<file path="src/rtl/xbus_vec_rd_arb.sv">
// ============================================================================
//  Module   : xbus_vec_rd_arb
//  Purpose  : Round-robin burst arbiter draining P vector FIFOs into a single
//             two-entry in-order output buffer with source tagging.
//  Revision : 1.0
// ============================================================================
`timescale 1ns/1ps
`default_nettype none

module xbus_vec_rd_arb #(
    parameter int P     = 4,
    parameter int S     = 4,
    parameter int BURST = 8
) (
    input  logic                   clk,
    input  logic                   rstn,
    input  logic [P-1:0]           fifo_empty,
    output logic [P-1:0]           fifo_rd_en,
    input  logic [P*S*8-1:0]       fifo_dout,
    output logic                   m_valid,
    input  logic                   m_ready,
    output logic [S*8-1:0]         m_data,
    output logic [$clog2(P)-1:0]   m_src
);

    localparam int c_PW = $clog2(P);
    localparam int c_DW = S * 8;
    localparam int c_SW = (c_PW < 3) ? 3 : c_PW;
    localparam int c_BW = $clog2(BURST + 1);

    localparam logic [0:0]      c_IDLE      = 1'b0;
    localparam logic [0:0]      c_GRANT     = 1'b1;
    localparam logic [c_PW-1:0] c_LAST_RST  = c_PW'(P - 1);
    localparam logic [c_BW-1:0] c_BEAT_LAST = c_BW'(BURST - 1);

    logic [0:0]      r_state;
    logic [0:0]      w_state_nxt;
    logic [c_PW-1:0] r_cur;
    logic [c_PW-1:0] r_last;
    logic [c_PW-1:0] r_rd_ch;
    logic [c_PW-1:0] w_pick;
    logic [c_PW-1:0] w_sel;
    logic [c_BW-1:0] r_beat;
    logic            r_inflight;
    logic [1:0]      r_occ;
    logic [c_DW-1:0] r_data [2];
    logic [c_SW-1:0] r_src  [2];
    logic            w_found;
    logic            w_rd;
    logic            w_pop;
    logic            w_space;
    logic            w_leave;
    logic [2:0]      w_fill;
    logic [1:0]      w_slot_calc;
    logic            w_slot;
    logic [c_DW-1:0] w_din;
    int              w_idx;

    assign m_valid = (r_occ != 2'd0);
    assign w_pop   = m_valid & m_ready;
    assign m_data  = r_data[0];
    assign m_src   = r_src[0][c_PW-1:0];

    // Occupancy the buffer will reach once the in-flight word lands and the pop retires
    assign w_fill      = {1'b0, r_occ} + {2'b00, r_inflight} - {2'b00, w_pop};
    assign w_space     = (w_fill < 3'd2);
    assign w_slot_calc = r_occ - {1'b0, w_pop};
    assign w_slot      = w_slot_calc[0];

    assign w_rd    = (r_state == c_GRANT) && !fifo_empty[r_cur] && w_space;
    assign w_leave = (r_state == c_GRANT) &&
                     ((w_rd && (r_beat == c_BEAT_LAST)) || (fifo_empty[r_cur] && !w_rd));

    always_comb begin
        w_found = 1'b0;
        w_pick  = '0;
        w_idx   = 0;
        w_sel   = '0;
        for (int k = 0; k < P; k++) begin
            w_idx = (int'(r_last) + 1 + k) % P;
            w_sel = c_PW'(w_idx);
            if (!w_found && !fifo_empty[w_sel]) begin
                w_found = 1'b1;
                w_pick  = w_sel;
            end
        end
    end

    always_comb begin
        w_din = '0;
        for (int i = 0; i < P; i++) begin
            if (r_rd_ch == c_PW'(i)) begin
                w_din = fifo_dout[i*c_DW +: c_DW];
            end
        end
    end

    always_ff @(posedge clk or negedge rstn) begin
        if (!rstn) begin
            r_state <= c_IDLE;
        end else begin
            r_state <= w_state_nxt;
        end
    end

    always_comb begin
        w_state_nxt = r_state;
        case (r_state)
            c_IDLE:  if (w_found) w_state_nxt = c_GRANT;
            c_GRANT: if (w_leave) w_state_nxt = c_IDLE;
            default: w_state_nxt = c_IDLE;
        endcase
    end

    always_comb begin
        fifo_rd_en = '0;
        if (w_rd) begin
            fifo_rd_en[r_cur] = 1'b1;
        end
    end

    always_ff @(posedge clk or negedge rstn) begin
        if (!rstn) begin
            r_cur      <= '0;
            r_last     <= c_LAST_RST;
            r_beat     <= '0;
            r_inflight <= 1'b0;
            r_rd_ch    <= '0;
        end else begin
            r_inflight <= w_rd;
            if (w_rd) begin
                r_rd_ch <= r_cur;
                r_beat  <= r_beat + c_BW'(1);
            end
            if ((r_state == c_IDLE) && w_found) begin
                r_cur  <= w_pick;
                r_beat <= '0;
            end
            if (w_leave) begin
                r_last <= r_cur;
            end
        end
    end

    // Entry 0 is always the head; a pop shifts entry 1 forward and capture lands behind it
    always_ff @(posedge clk or negedge rstn) begin
        if (!rstn) begin
            r_occ     <= 2'd0;
            r_data[0] <= '0;
            r_data[1] <= '0;
            r_src[0]  <= '0;
            r_src[1]  <= '0;
        end else begin
            r_occ <= w_fill[1:0];
            if (w_pop) begin
                r_data[0] <= r_data[1];
                r_src[0]  <= r_src[1];
            end
            if (r_inflight) begin
                r_data[w_slot] <= w_din;
                r_src[w_slot]  <= c_SW'(r_rd_ch);
            end
        end
    end

    generate
        if (c_SW > c_PW) begin : g_tag_pad
            logic w_unused_tag_hi;
            assign w_unused_tag_hi = ^r_src[0][c_SW-1:c_PW];
        end
    endgenerate

endmodule

`default_nettype wire

</file>
<file path="config.mk">
export PLATFORM = sky130hd
export DESIGN_NAME = xbus_vec_rd_arb
export DESIGN_NICKNAME = d
export VERILOG_FILES = /design/src/rtl/xbus_vec_rd_arb.sv
export SDC_FILE = /design/constraint.sdc
export NUM_CORES = 1
export LEC_CHECK = 0
export CAP_MARGIN = 20
export CORE_MARGIN = 4
export CORE_UTILIZATION = 49
export DETAILED_ROUTE_END_ITERATION = 16
export PLACE_DENSITY = 0.89
export SLEW_MARGIN = 10
export SYNTH_ARGS = -nofsm -noshare
export SYNTH_HDL_FRONTEND = slang
export SYNTH_SLANG_ARGS = --single-unit
export TNS_END_PERCENT = 5
</file>
<file path="constraint.sdc">
create_clock -name clk -period 8.95 [get_ports clk]
set_input_delay 1.79 -clock clk [delete_from_list [all_inputs] [get_ports clk]]
set_output_delay 1.79 -clock clk [all_outputs]
set_load 0.05 [all_outputs]
</file>
; Yosys cells after proc, flatten, opt, wreduce, memory -nomap -nowiden
; Cells that the tools add are included.
[word_totals]
ff_bits = 84
inputBits = 135
out_inout_bits = 39
wordCells = 97
[classes]
n_addsub = 8
n_lt_le_gt_ge = 9
n_eq_ne = 4
n_mux = 40
n_bitwise = 3
n_reduce_logical = 22
[ops]
columns = cell, count
row1 = 2-to-1 mux 32 bit, 6
row2 = bitwise mux 64 bit, 1
row3 = 2-to-1 mux 64 bit, 1
row4 = demux 32 bit (select 1 bit), 1
row5 = < comparator 2 x 3 -> 1 bit (second input constant), 5
row6 = 2-to-1 mux 1 bit, 12
row7 = 2-to-1 mux 4 bit, 3
row8 = logical AND 1 bit, 11
row9 = binary-select mux 1 bit (select 2 bit), 5
row10 = 2-to-1 mux 2 bit, 4
row11 = logical NOT 1 bit, 7
row12 = adder 2 bit (second input constant), 3
row13 = bitwise mux 6 bit, 1
row14 = 2-to-1 mux 3 bit, 2
row15 = 2-to-1 mux 6 bit, 1
row16 = adder 4 x 1 -> 4 bit (second input constant), 1
row17 = == test 2 bit (second input constant), 2
row18 = == test 4 x 3 -> 1 bit (second input constant), 1
row19 = nonzero test 2 bit, 2
row20 = adder 2 x 1 -> 3 bit, 1
row21 = demux 3 bit (select 1 bit), 1
row22 = < comparator 3 x 2 -> 1 bit (second input constant), 1
row23 = subtractor 3 x 1 -> 3 bit, 1
row24 = adder 2 x 1 -> 2 bit (second input constant), 1
row25 = 12 further kinds, 12

; Depth between registers and ports, before layout
; Gate-level depths: netlist (run 1).
[logic_depth]
ltp_word = 15
ltp_mapped = 11
depth_no_buf = 9

; Worst setup path after synthesis (run 1)
; No wires, ideal clock.
[synth_path]
path_kind = input port to output port
from = input port m_ready
to = output port fifo_rd_en[0]
t_arrival_ps = 5105
slack_ps = 2055
cell_stages = 11
n_path_buf = 2
path_cell_list = o21ai_0 -> buf_2 -> buf_2 -> inv_1 -> ha_1 -> inv_1 -> ha_1 -> fa_1 -> xor2_1 -> nand3_1 -> nor4_1
[synth_between]
elab_chain_cells = 5
[synth_lines]
columns = item, line_no
row1 = from (decl), 21  ; input logic m_ready,
row2 = bitwise AND 1 bit, 60  ; assign w_pop = m_valid & m_ready;
row3 = subtractor 3 x 1 -> 3 bit, 65  ; assign w_fill = {1'b0, r_occ} + {2'b00, r_inflight} - {2'b00, w_pop};
row4 = < comparator 3 x 2 -> 1 bit, 66  ; assign w_space = (w_fill < 3'd2);
row5 = logical AND 1 bit, 70  ; assign w_rd = (r_state == c_GRANT) && !fifo_empty[r_cur] && w_space;
row6 = 2-to-1 mux 4 bit, 117  ; if (w_rd) begin
row7 = to (decl), 18  ; output logic [P-1:0] fifo_rd_en,
; Every way passes these cells.

; Worst setup path after layout (run 1)
; Ends and elaborated chain as after synthesis.

==> metrics.md, run 1 <==
| Metric | Value |
|---|---|
| Tmin final | `6.67 ns` |
| Leak pwr | `2.73 nW` |
| Maximum vdd drop | `0.000319 V` |
| WHS Path Cells | `1` |
| I/O Pins | `174` |
| Netlist cell types | `40` |
| Fin nets | `646` |
| Post-route ant nets | `0` |
| Worst R2R Start | `r_occ[1]` |
| Vias in the first global route | `3660` |
| Reg2reg path depth | `9` |
| Ys flop type | `dfrtp_1` |
| Rel. slew slack | `0.275` |
| Unrepaired setup endpoints after global routing | `false` |
| Run status | `finished clean` |
| Gpl congestion | `0.889` |
| #FFs+latches synth | `82` |
| 1st-pass router iterations | `4` |
| Core area | `9280 um^2` |
| Die area | `11200 um^2` |
| Sw Ratio | `0.418` |
| PwrDens | `339 nW/um^2` |
| Crit Path Max Fanout | `4` |
| Worst Hold Margin | `0.510 ns` |
| Worst EP required | `7.16 ns` |
| CTS Buffer Depth | `2` |
| Max-cap check violation count | `0` |
| Post-Syn Area | `4700 um^2` |
| Clock buffer count from CTS | `9` |
| DR DRC count | `0` |
| Die extent in y | `106 um` |
| Iter 0 DRT Violations | `49` |
| CP Class | `primary input to primary output` |
| R2R Path End | `r_rd_ch[0]` |
| Routed wire length | `11100 um` |
| CTS H-tree lvls | `3` |
| Internal cell power | `0.00129 W` |
| FP Rows | `35` |
| Switch Pwr | `0.000921 W` |
| Placed cell count | `623` |
| Max Fclk | `150 MHz` |
| Fin crit share | `0.745` |
| Placed inst area | `6240 um^2` |
| Initial Util | `0.506` |
| Critical Path Start Type | `primary input` |
| Largest net degree at the start of global routing | `83` |
| Via count | `3430` |
| Share of layout cells above drive strength 1 | `0.191` |
| Drt via density | `5.35` |
| Clk_lat worst skew | `0.34 ns` |
| Tot Pwr | `0.00221 W` |
| Cts hold-fix bufs | `0` |
| Post-CTS setup buffer count | `0` |
| Yosys Warn Count | `0` |
| First-pass GRT wire length | `17800 um` |
| HPWL Detailed | `8390 um` |
| Worst setup EP type | `primary output` |
| Reg2Reg Setup Slack | `6.13 ns` |
| Setup TNS | `0 ns` |
| Syn_area_per_cell | `12.5 um^2` |
| Post-cts resize count | `0` |
| Area Overhead vs Synth | `38.5%` |
| Final Max Tran Viols | `0` |
| Slew @ Worst Pin | `1.09 ns` |
| Post-Syn Nets | `515` |
| Root Buffer | `clkbuf_8` |
| Min-Delay Path Class | `flip-flop to flip-flop` |
| Reg clk slew, reported paths | `0.08 ns` |
| Final setup viols | `0` |
| Final Skew | `0.00853 ns` |
| Design area | `6510 um^2` |
| Antenna violations before repair | `0` |
| Fraction of registers with async set or reset after synthesis | `1.00` |
| Synthesized instance count | `376` |
| Fill cell count | `682` |
| Routed len/inst | `17.4 um` |
| Die width | `106 um` |
| Seq/Total Area, Yosys | `0.437` |
| Clk sink count | `82` |
| Combinational power share | `0.556` |
| Post-synth EDFFs | `0` |
| Global route overflow | `0` |
| Total GRT Usage | `0.201` |
| Hold Vio Cnt, Final | `0` |
| Port Buffers | `173` |
| Reg power frac | `0.315` |
| Post-Layout Cell Count | `641` |
| Share of power burned in the clock network | `0.129` |
| Antenna cells | `0` |
| Worst EP arrival | `4.88 ns` |
| CTS tree | `yes` |
[layer usage]
layer / share of wire / global-route usage / vias to the layer above
met5: 0 / 0 / -
met4: 0.019 / 0.0675 / 0
met3: 0.059 / 0.0425 / 17
met2: 0.54 / 0.371 / 115
met1: 0.39 / 0.230 / 1696
li1: - / - / 1602
[power by group through the flow]
stage | Clock [W] | Sequential, W | Combinational (W)
6_report | 0.000285 | 0.000695 | 0.00123
5_1_grt | 0.000308 | 0.000723 | 0.00132
4_1_cts | 0.000292 | 0.000717 | 0.00120
3_5_place_dp | 0 | 0.000724 | 0.00120
3_3_place_gp | 0 | 0.000708 | 0.00116
2_1_floorplan | 0 | 0.000632 | 0.00105
[worst max-delay path by stage]
stage | startpoint | to
finish | m_ready | fifo_rd_en[0]
global route | m_ready | fifo_rd_en[3]
CTS | m_ready | fifo_rd_en[3]
floorplan | m_ready | fifo_rd_en[0]
global placement | m_ready | fifo_rd_en[0]
detailed placement | m_ready | fifo_rd_en[3]
[cells in the mapped netlist, types with 2 or more instances]
cell type | n | share of area
nor2b_1 | 3 | 0.0040
ha_1 | 3 | 0.0080
mux2_2 | 34 | 0.081
nand3_1 | 2 | 0.0021
clkbuf_8 | 4 | 0.012
dfrtp_1 | 80 | 0.43
nor4_1 | 5 | 0.0067
mux2i_1 | 39 | 0.083
clkbuf_1 | 7 | 0.0056
buf_1 | 4 | 0.0032
mux4_2 | 33 | 0.16
mux2_4 | 2 | 0.0064
nor3b_1 | 2 | 0.0032
o32ai_1 | 2 | 0.0037
nand2b_1 | 2 | 0.0027
a21oi_1 | 34 | 0.036
inv_1 | 11 | 0.0088
buf_4 | 34 | 0.054
buf_2 | 8 | 0.0085
nand2_1 | 9 | 0.0072
o21ai_0 | 2 | 0.0021
a41oi_1 | 2 | 0.0037
nor2_1 | 35 | 0.028
and2_1 | 2 | 0.0027
dfstp_2 | 2 | 0.011
[metrics by stage]
| step | worst slack (ns) | utilization |
|---|---|---|
| floorplan | 2.06 | - |
| global placement | 2.39 | 0.670 |
| detailed placement | 2.27 | 0.673 |
| CTS | 2.24 | 0.695 |
| global route | 2.03 | 0.701 |
| finish | 2.28 | 0.701 |
[cell families after synthesis]
family / share of synthesized area
DFF: 0.437
xor gates and xnor gates: 0.00373
adders and majority gates: 0.0122
muxes: 0.329
buffers and inverters: 0.0945
and+or+nand+nor: 0.0652
AOI/OAI and AO/OA: 0.0580
[layout make-up]
cell class,instances,area [um^2],area share
flip-flops and latches,82,2060,0.316
multi-input cells,225,2220,0.341
clock inverters,5,78.8,0.0121
repair buffers,178,1820,0.279
well taps,129,161,0.0248
clock buffers,11,131,0.0202
inverters,11,41.3,0.00634
[critical path: stages]
cell,delay [ns]
clkdlybuf4s50_1,0.45
o21ai_4,0.08
inv_1,0.06
ha_1,0.36
inv_1,0.07
ha_1,0.19
fa_1,0.41
xor2_1,0.21
nand3_1,0.17
nor4_1,0.24
clkdlybuf4s50_1,0.86
[layout by cell type (no fill, tap or decap), types with 2 or more instances in the layout]
cell and n:
clkbuf_8 9, buf_4 3, buf_16 2, o32ai_1 2
clkdlybuf4s50_1 172, nor4_1 5, nand2b_1 2, mux2_2 34
ha_1 3, clkinv_2 2, nor3b_1 2, and2_1 2
nor2b_1 2, nand3_1 2, mux2_4 2, nand2_1 8
bufinv_16 2, nor2_1 35, dfrtp_1 79, inv_1 11
dfstp_2 2, a21oi_1 34, clkbuf_1 2, mux2i_1 39
mux4_2 33, a41oi_1 2
(Power assumes the default switching activity.)
==> inputs of run 2 (changes only) <==
CORE_UTILIZATION = 45   (was 49)
PLACE_DENSITY = 0.83   (was 0.89)
clock period = 6.6 ns   (was 8.95 ns; I/O delays follow)
==> metrics.md, run 2 (same netlist as run 1, synthesis figures left out) <==
| Metric | Value |
|---|---|
| Hold Vio Cnt, Final | `0 (unchanged)` |
| Fin nets | `645 (-0.15%)` |
| Reg2reg path depth | `9 (unchanged)` |
| Critical Path Source | `m_ready` |
| Combinational power share | `0.560 (+0.004)` |
| Clk sink count | `82 (unchanged)` |
| Maximum vdd drop | `0.000306 V (-4.1%)` |
| CTS Buffer Depth | `2 (unchanged)` |
| Tmin final | `5.88 ns` |
| Post-route ant nets | `0 (unchanged)` |
| Fill cell count | `810 (+19%)` |
| Critical path's largest stage delay | `0.87 ns (about the same)` |
| Slew @ Worst Pin | `1.11 ns (+0.0240 ns)` |
| CP Class | `primary input to primary output` |
| First-pass GRT wire length | `17400 um (-2.4%)` |
| Port Buffers | `173 (unchanged)` |
| Worst EP arrival | `4.56 ns (-0.32 ns)` |
| Antenna cells | `0 (unchanged)` |
| R2R Path End | `r_rd_ch[1]` |
| Reg2Reg Setup Slack | `3.70 ns (-2.43 ns)` |
| CP max stage cell | `clkdlybuf4s50_1` |
| Reg clk slew, reported paths | `0.07 ns (about the same)` |
| Post-CTS setup buffer count | `0 (unchanged)` |
| Register area | `2060 um^2 (about the same)` |
| Antenna violations before repair | `0 (unchanged)` |
| Die area | `12100 um^2 (+8.2%)` |
| Via count | `3420 (-0.29%)` |
| Clk_lat worst skew | `0.34 ns (about the same)` |
| Reg power frac | `0.320 (+0.005)` |
| Internal cell power | `0.00169 W (+31%)` |
| Die extent in y | `110 um (+4.0%)` |
| Area occupied by multi-input gates | `2220 um^2 (unchanged)` |
| Leak pwr | `2.69 nW (-1.7%)` |
| I/O Pins | `174 (unchanged)` |
| Setup TNS | `0 ns (unchanged)` |
| Final Max Tran Viols | `0 (unchanged)` |
| Core area | `10200 um^2 (+10%)` |
| Final setup viols | `0 (unchanged)` |
| Final Skew | `0.0112 ns (+0.00270 ns)` |
| Routed wire length | `11400 um (+2.2%)` |
| CTS tree | `yes` |
| Sw Ratio | `0.426 (+0.00883)` |
| Iter 0 DRT Violations | `113 (+130%)` |
| PwrDens | `456 nW/um^2 (+34%)` |
| DR DRC count | `0 (unchanged)` |
| Max-cap check violation count | `0 (unchanged)` |
| HPWL Detailed | `8190 um (-2.3%)` |
| Max Fclk | `170 MHz` |
| Share of power burned in the clock network | `0.120 (-0.009)` |
| CTS H-tree lvls | `3 (unchanged)` |
| Rel. slew slack | `0.259 (-0.0160)` |
| Root Buffer | `clkbuf_8` |
| Worst EP required | `5.28 ns (-1.88 ns)` |
| Min-Delay Path Class | `flip-flop to flip-flop` |
| Global route overflow | `0 (unchanged)` |
| Pre-CTS setup slack | `0.740 ns (-1.53 ns)` |
| Total GRT Usage | `0.186 (-0.0142)` |
| FP Rows | `37 (+5.7%)` |
| Run status | `finished clean` |
| Critical path cell sequence | `clkdlybuf4s50_1 -> o21ai_4 -> inv_1 -> ha_1 -> inv_1 -> ha_1 -> fa_1 -> xor2_1 -> nand3_1 -> nor4_1 -> clkdlybuf4s50_1` |
| Fin crit share | `0.891` |
| Largest net degree at the start of global routing | `83 (unchanged)` |
| Cts hold-fix bufs | `0 (unchanged)` |
| Switch Pwr | `0.00125 W (+36%)` |
| Worst R2R Start | `r_occ[1]` |
| Share of layout cells above drive strength 1 | `0.190 (-0.00158)` |
| Setup slack after layout | `0.718 ns (-1.57 ns)` |
| Drt via density | `5.29 (-1.2%)` |
| Commonest non-fill, non-tap cell in the layout | `clkdlybuf4s50_1` |
| Routed len/inst | `17.6 um (+1.2%)` |
| Post-cts resize count | `0 (unchanged)` |
| Most frequent cells in the layout | `clkdlybuf4s50_1, dfrtp_1, mux2i_1` |
| Crit Path Max Fanout | `4 (unchanged)` |
| Critical Path Start Type | `primary input` |
| Unrepaired setup endpoints after global routing | `false` |
| Die width | `110 um (+4.0%)` |
| Crit path to | `fifo_rd_en[0]` |
| Vias in the first global route | `3442 (-6.0%)` |
| Initial Util | `0.459 (-0.0469)` |
| 1st-pass router iterations | `4 (unchanged)` |
| Clock buffer count from CTS | `9 (unchanged)` |
| Worst setup EP type | `primary output` |
| Area Overhead vs Synth | `37.4%` |
| Gpl congestion | `0.817 (-8.1%)` |
==> run 2: per-stage QoR <==
| stage | util | std cells | area, um^2 | total power (W) | hold WS, ns |
|---|---|---|---|---|---|
| after global placement | 0.610 | 630 | 6240 | 0.00254 | 0.483 |
| final | 0.631 | 647 | 6460 | 0.00294 | 0.509 |
| after global routing | 0.631 | 647 | 6460 | 0.00313 | 0.523 |
| after floorplan | - | 376 | 4700 | 0.00228 | 0.464 |
| after CTS | 0.628 | 646 | 6430 | 0.00298 | 0.513 |
| after detailed placement | 0.610 | 630 | 6240 | 0.00262 | 0.495 |
==> run 2: power groups by stage <==
stage                     clock network [W]  logic [W]  registers, W
final                              0.000352    0.00165      0.000943
after global routing               0.000388    0.00177      0.000977
after CTS                          0.000364    0.00167      0.000943
after detailed placement                  0    0.00167      0.000952
after global placement                    0    0.00161      0.000930
after floorplan                           0    0.00142      0.000857
==> run 2: area by class of cell <==
type                       count  area share
clock buffer                  12      0.0209
clock inverter                 4     0.00814
inverter                      11     0.00639
multi-input combinational    225       0.344
sequential                    82       0.319
tap                          136      0.0264
timing repair buffer         177       0.276
==> run 2: per-layer routing <==
layer,wire length (um),GRT usage,part of all wire,vias up
met2,6080,0.330,0.54,112
li1,-,-,-,1599
met4,87,0.0484,0.0077,0
met3,758,0.0384,0.067,8
met1,4440,0.232,0.39,1701
met5,0,0,0,-
==> run 2: worst min path at each step <==
stage | endpoint | start | cells after the start | slack [ns]
after detailed placement | flip-flop | flip-flop | 1 | 0.50
after global routing | flip-flop | flip-flop | 1 | 0.52
final | flip-flop | flip-flop | 1 | 0.51
after CTS | flip-flop | flip-flop | 1 | 0.51
after floorplan | r_beat[2] | r_beat[2] | 1 | 0.46
after global placement | r_beat[2] | r_beat[2] | 1 | 0.48
==> run 2: critical path, delay by kind of cell <==
| family | cells | cell delay, ns |
|---|---|---|
| buffers and inverters | 4 | 1.45 |
| adder cells (fa/ha/maj) | 3 | 1.01 |
| AND/OR/NAND/NOR | 2 | 0.45 |
| XOR/XNOR | 1 | 0.25 |
| AO/OA/AOI/OAI | 1 | 0.08 |
==> inputs of run 3 (changes only) <==
REMOVE_ABC_BUFFERS = 1   (was not set)
==> metrics.md, run 3 (same netlist as run 1, synthesis figures left out) <==
| Metric | Value |
|---|---|
| Unrepaired setup endpoints after global routing | `false` |
| Die width | `110 um (unchanged)` |
| Total GRT Usage | `0.190 (+0.00363)` |
| Iter 0 DRT Violations | `107 (-5.3%)` |
| Post-CTS setup buffer count | `0 (unchanged)` |
| Commonest non-fill, non-tap cell in the layout | `clkdlybuf4s50_1` |
| Placed cell count | `630 (unchanged)` |
| Antenna cells | `0 (unchanged)` |
| Initial Util | `0.459 (unchanged)` |
| Critical path's largest stage delay | `0.87 ns (about the same)` |
| Area Overhead vs Synth | `37.7%` |
| Run status | `finished clean` |
| Post-route ant nets | `0 (unchanged)` |
| Worst EP arrival | `4.46 ns (-0.10 ns)` |
| Drt via density | `5.29 (+0.12%)` |
| First-pass GRT wire length | `17500 um (+0.96%)` |
| Critical Path Start Type | `primary input` |
| Fin util | `0.633 (+0.00147)` |
| Clk_lat worst skew | `0.34 ns (about the same)` |
| Final setup viols | `0 (unchanged)` |
| Critical path cell sequence | `clkdlybuf4s50_1 -> o21ai_4 -> inv_1 -> ha_1 -> inv_1 -> ha_1 -> fa_1 -> xor2_1 -> nand3_1 -> nor4_1 -> clkdlybuf4s50_1` |
| Fin nets | `645 (unchanged)` |
| Share of layout cells above drive strength 1 | `0.196 (+0.00587)` |
| FP Rows | `37 (unchanged)` |
| Critical Path Source | `m_ready` |
| Reg clk slew, reported paths | `0.08 ns (about the same)` |
| Max Fclk | `173 MHz (+1.7%)` |
| Reg2Reg Setup Slack | `3.78 ns (+0.08 ns)` |
| Max-cap check violation count | `0 (unchanged)` |
| Stages on worst setup path | `11 (unchanged)` |
| R2R Path End | `r_rd_ch[1]` |
| Leak pwr | `2.70 nW (+0.54%)` |
| Post-Layout Cell Count | `647 (unchanged)` |
| Via count | `3424 (+0.12%)` |
| 1st-pass router iterations | `4 (unchanged)` |
| Largest net degree at the start of global routing | `83 (unchanged)` |
| CP Class | `primary input to primary output` |
| Tot Pwr | `0.00296 W (+0.68%)` |
| Antenna violations before repair | `0 (unchanged)` |
| Buffers & Inverters on Critical Path | `4 (unchanged)` |
| Rel. slew slack | `0.282 (+0.0231)` |
| Global route overflow | `0 (unchanged)` |
| Post-cts resize count | `0 (unchanged)` |
| HPWL Detailed | `8450 um (+3.1%)` |
| CP max stage cell | `clkdlybuf4s50_1` |
| CTS tree | `yes` |
| Gpl congestion | `0.823 (+0.70%)` |
| Final Max Tran Viols | `0 (unchanged)` |
| Cts hold-fix bufs | `0 (unchanged)` |
| Worst Hold Margin | `0.505 ns (-0.00310 ns)` |
| Vias in the first global route | `3542 (+2.9%)` |
| Die area | `12100 um^2 (unchanged)` |
| Core area | `10200 um^2 (unchanged)` |
| Reg2reg path depth | `9 (unchanged)` |
| Routed wire length | `11700 um (+2.8%)` |
| Worst setup EP type | `primary output` |
| Port Buffers | `173 (unchanged)` |
| Fin crit share | `0.876 (-0.0150)` |
| Crit-path leading delay family | `buffers and inverters` |
| Maximum vdd drop | `0.000404 V (+32%)` |
| Crit path to | `fifo_rd_en[1]` |
| PwrDens | `458 nW/um^2 (+0.45%)` |
| Worst EP required | `5.28 ns (about the same)` |
| Hold Vio Cnt, Final | `0 (unchanged)` |
| Crit Path Max Fanout | `4 (unchanged)` |
| Clock buffer count from CTS | `9 (unchanged)` |
| CTS H-tree lvls | `3 (unchanged)` |
| Clk sink count | `82 (unchanged)` |
| Die extent in y | `110 um (unchanged)` |
| Design area | `6470 um^2 (+0.23%)` |
| Routed len/inst | `18.1 um (+2.8%)` |
| DR DRC count | `0 (unchanged)` |
| Final Skew | `0.00985 ns (-0.00138 ns)` |
| I/O Pins | `174 (unchanged)` |
| Worst R2R Start | `r_occ[1]` |
| Slew @ Worst Pin | `1.08 ns (-0.0346 ns)` |
| Min-Delay Path Class | `flip-flop to flip-flop` |
| Most frequent cells in the layout | `clkdlybuf4s50_1, dfrtp_1, mux2i_1` |
| Root Buffer | `clkbuf_8` |
| Tmin final | `5.78 ns (-0.0991 ns)` |
| Placed inst area | `6240 um^2 (unchanged)` |
| CTS Buffer Depth | `2 (unchanged)` |
-- run 3: layout make-up --
| class | count | area [um^2] |
|---|---|---|
| fillers | 792 | 3760 |
| repair buffers | 177 | 1780 |
| flip-flops and latches | 82 | 2060 |
| multi-input cells | 225 | 2220 |
| inverters | 11 | 41.3 |
| clock inverters | 7 | 78.8 |
| well taps | 136 | 170 |
| clock buffers | 9 | 124 |
-- run 3: routing by layer --
layer  global-route usage  share of wire
met1                0.224           0.39
met2                0.340           0.52
met3               0.0483          0.079
met4               0.0580          0.012
met5                    0              0
-- run 3: where the power goes --
| group | leakage [nW] | total [W] | internal, W | switching, W |
|---|---|---|---|---|
| registers | 1.01 | 0.000964 | 0.000751 | 0.000213 |
| logic | 1.60 | 0.00163 | 0.000762 | 0.000868 |
| clock network | 0.0973 | 0.000370 | 0.000178 | 0.000192 |
| total | 2.70 | 0.00296 | 0.00169 | 0.00127 |
-- run 3: worst min-delay path by stage --
stage	from	end	slack, ns	cells past startpoint
floorplan	r_beat[2]	r_beat[2]	0.46	1
global placement	r_beat[2]	r_beat[2]	0.48	1
detailed placement	r_beat[2]	r_beat[2]	0.49	1
CTS	r_beat[2]	r_beat[2]	0.50	1
global route	flip-flop	flip-flop	0.53	1
finish	r_beat[2]	r_beat[2]	0.51	1
-- run 3: per-stage QoR --
step                      worst slack (ns)  TNS (ns)
after floorplan                      -1.65     -6.59
after global placement               0.990         0
after detailed placement             0.809         0
after CTS                            0.782         0
final                                0.817         0
after global routing                 0.555         0
-- run 3: worst register-to-register path, stage by stage, from the launching register on --
cell      delay, ns
dfrtp_1        0.46
o21ai_4        0.16
inv_1          0.06
ha_1           0.37
inv_1          0.07
ha_1           0.19
fa_1           0.48
nand2b_1       0.25
nor3_4         0.35
mux2_4         0.33
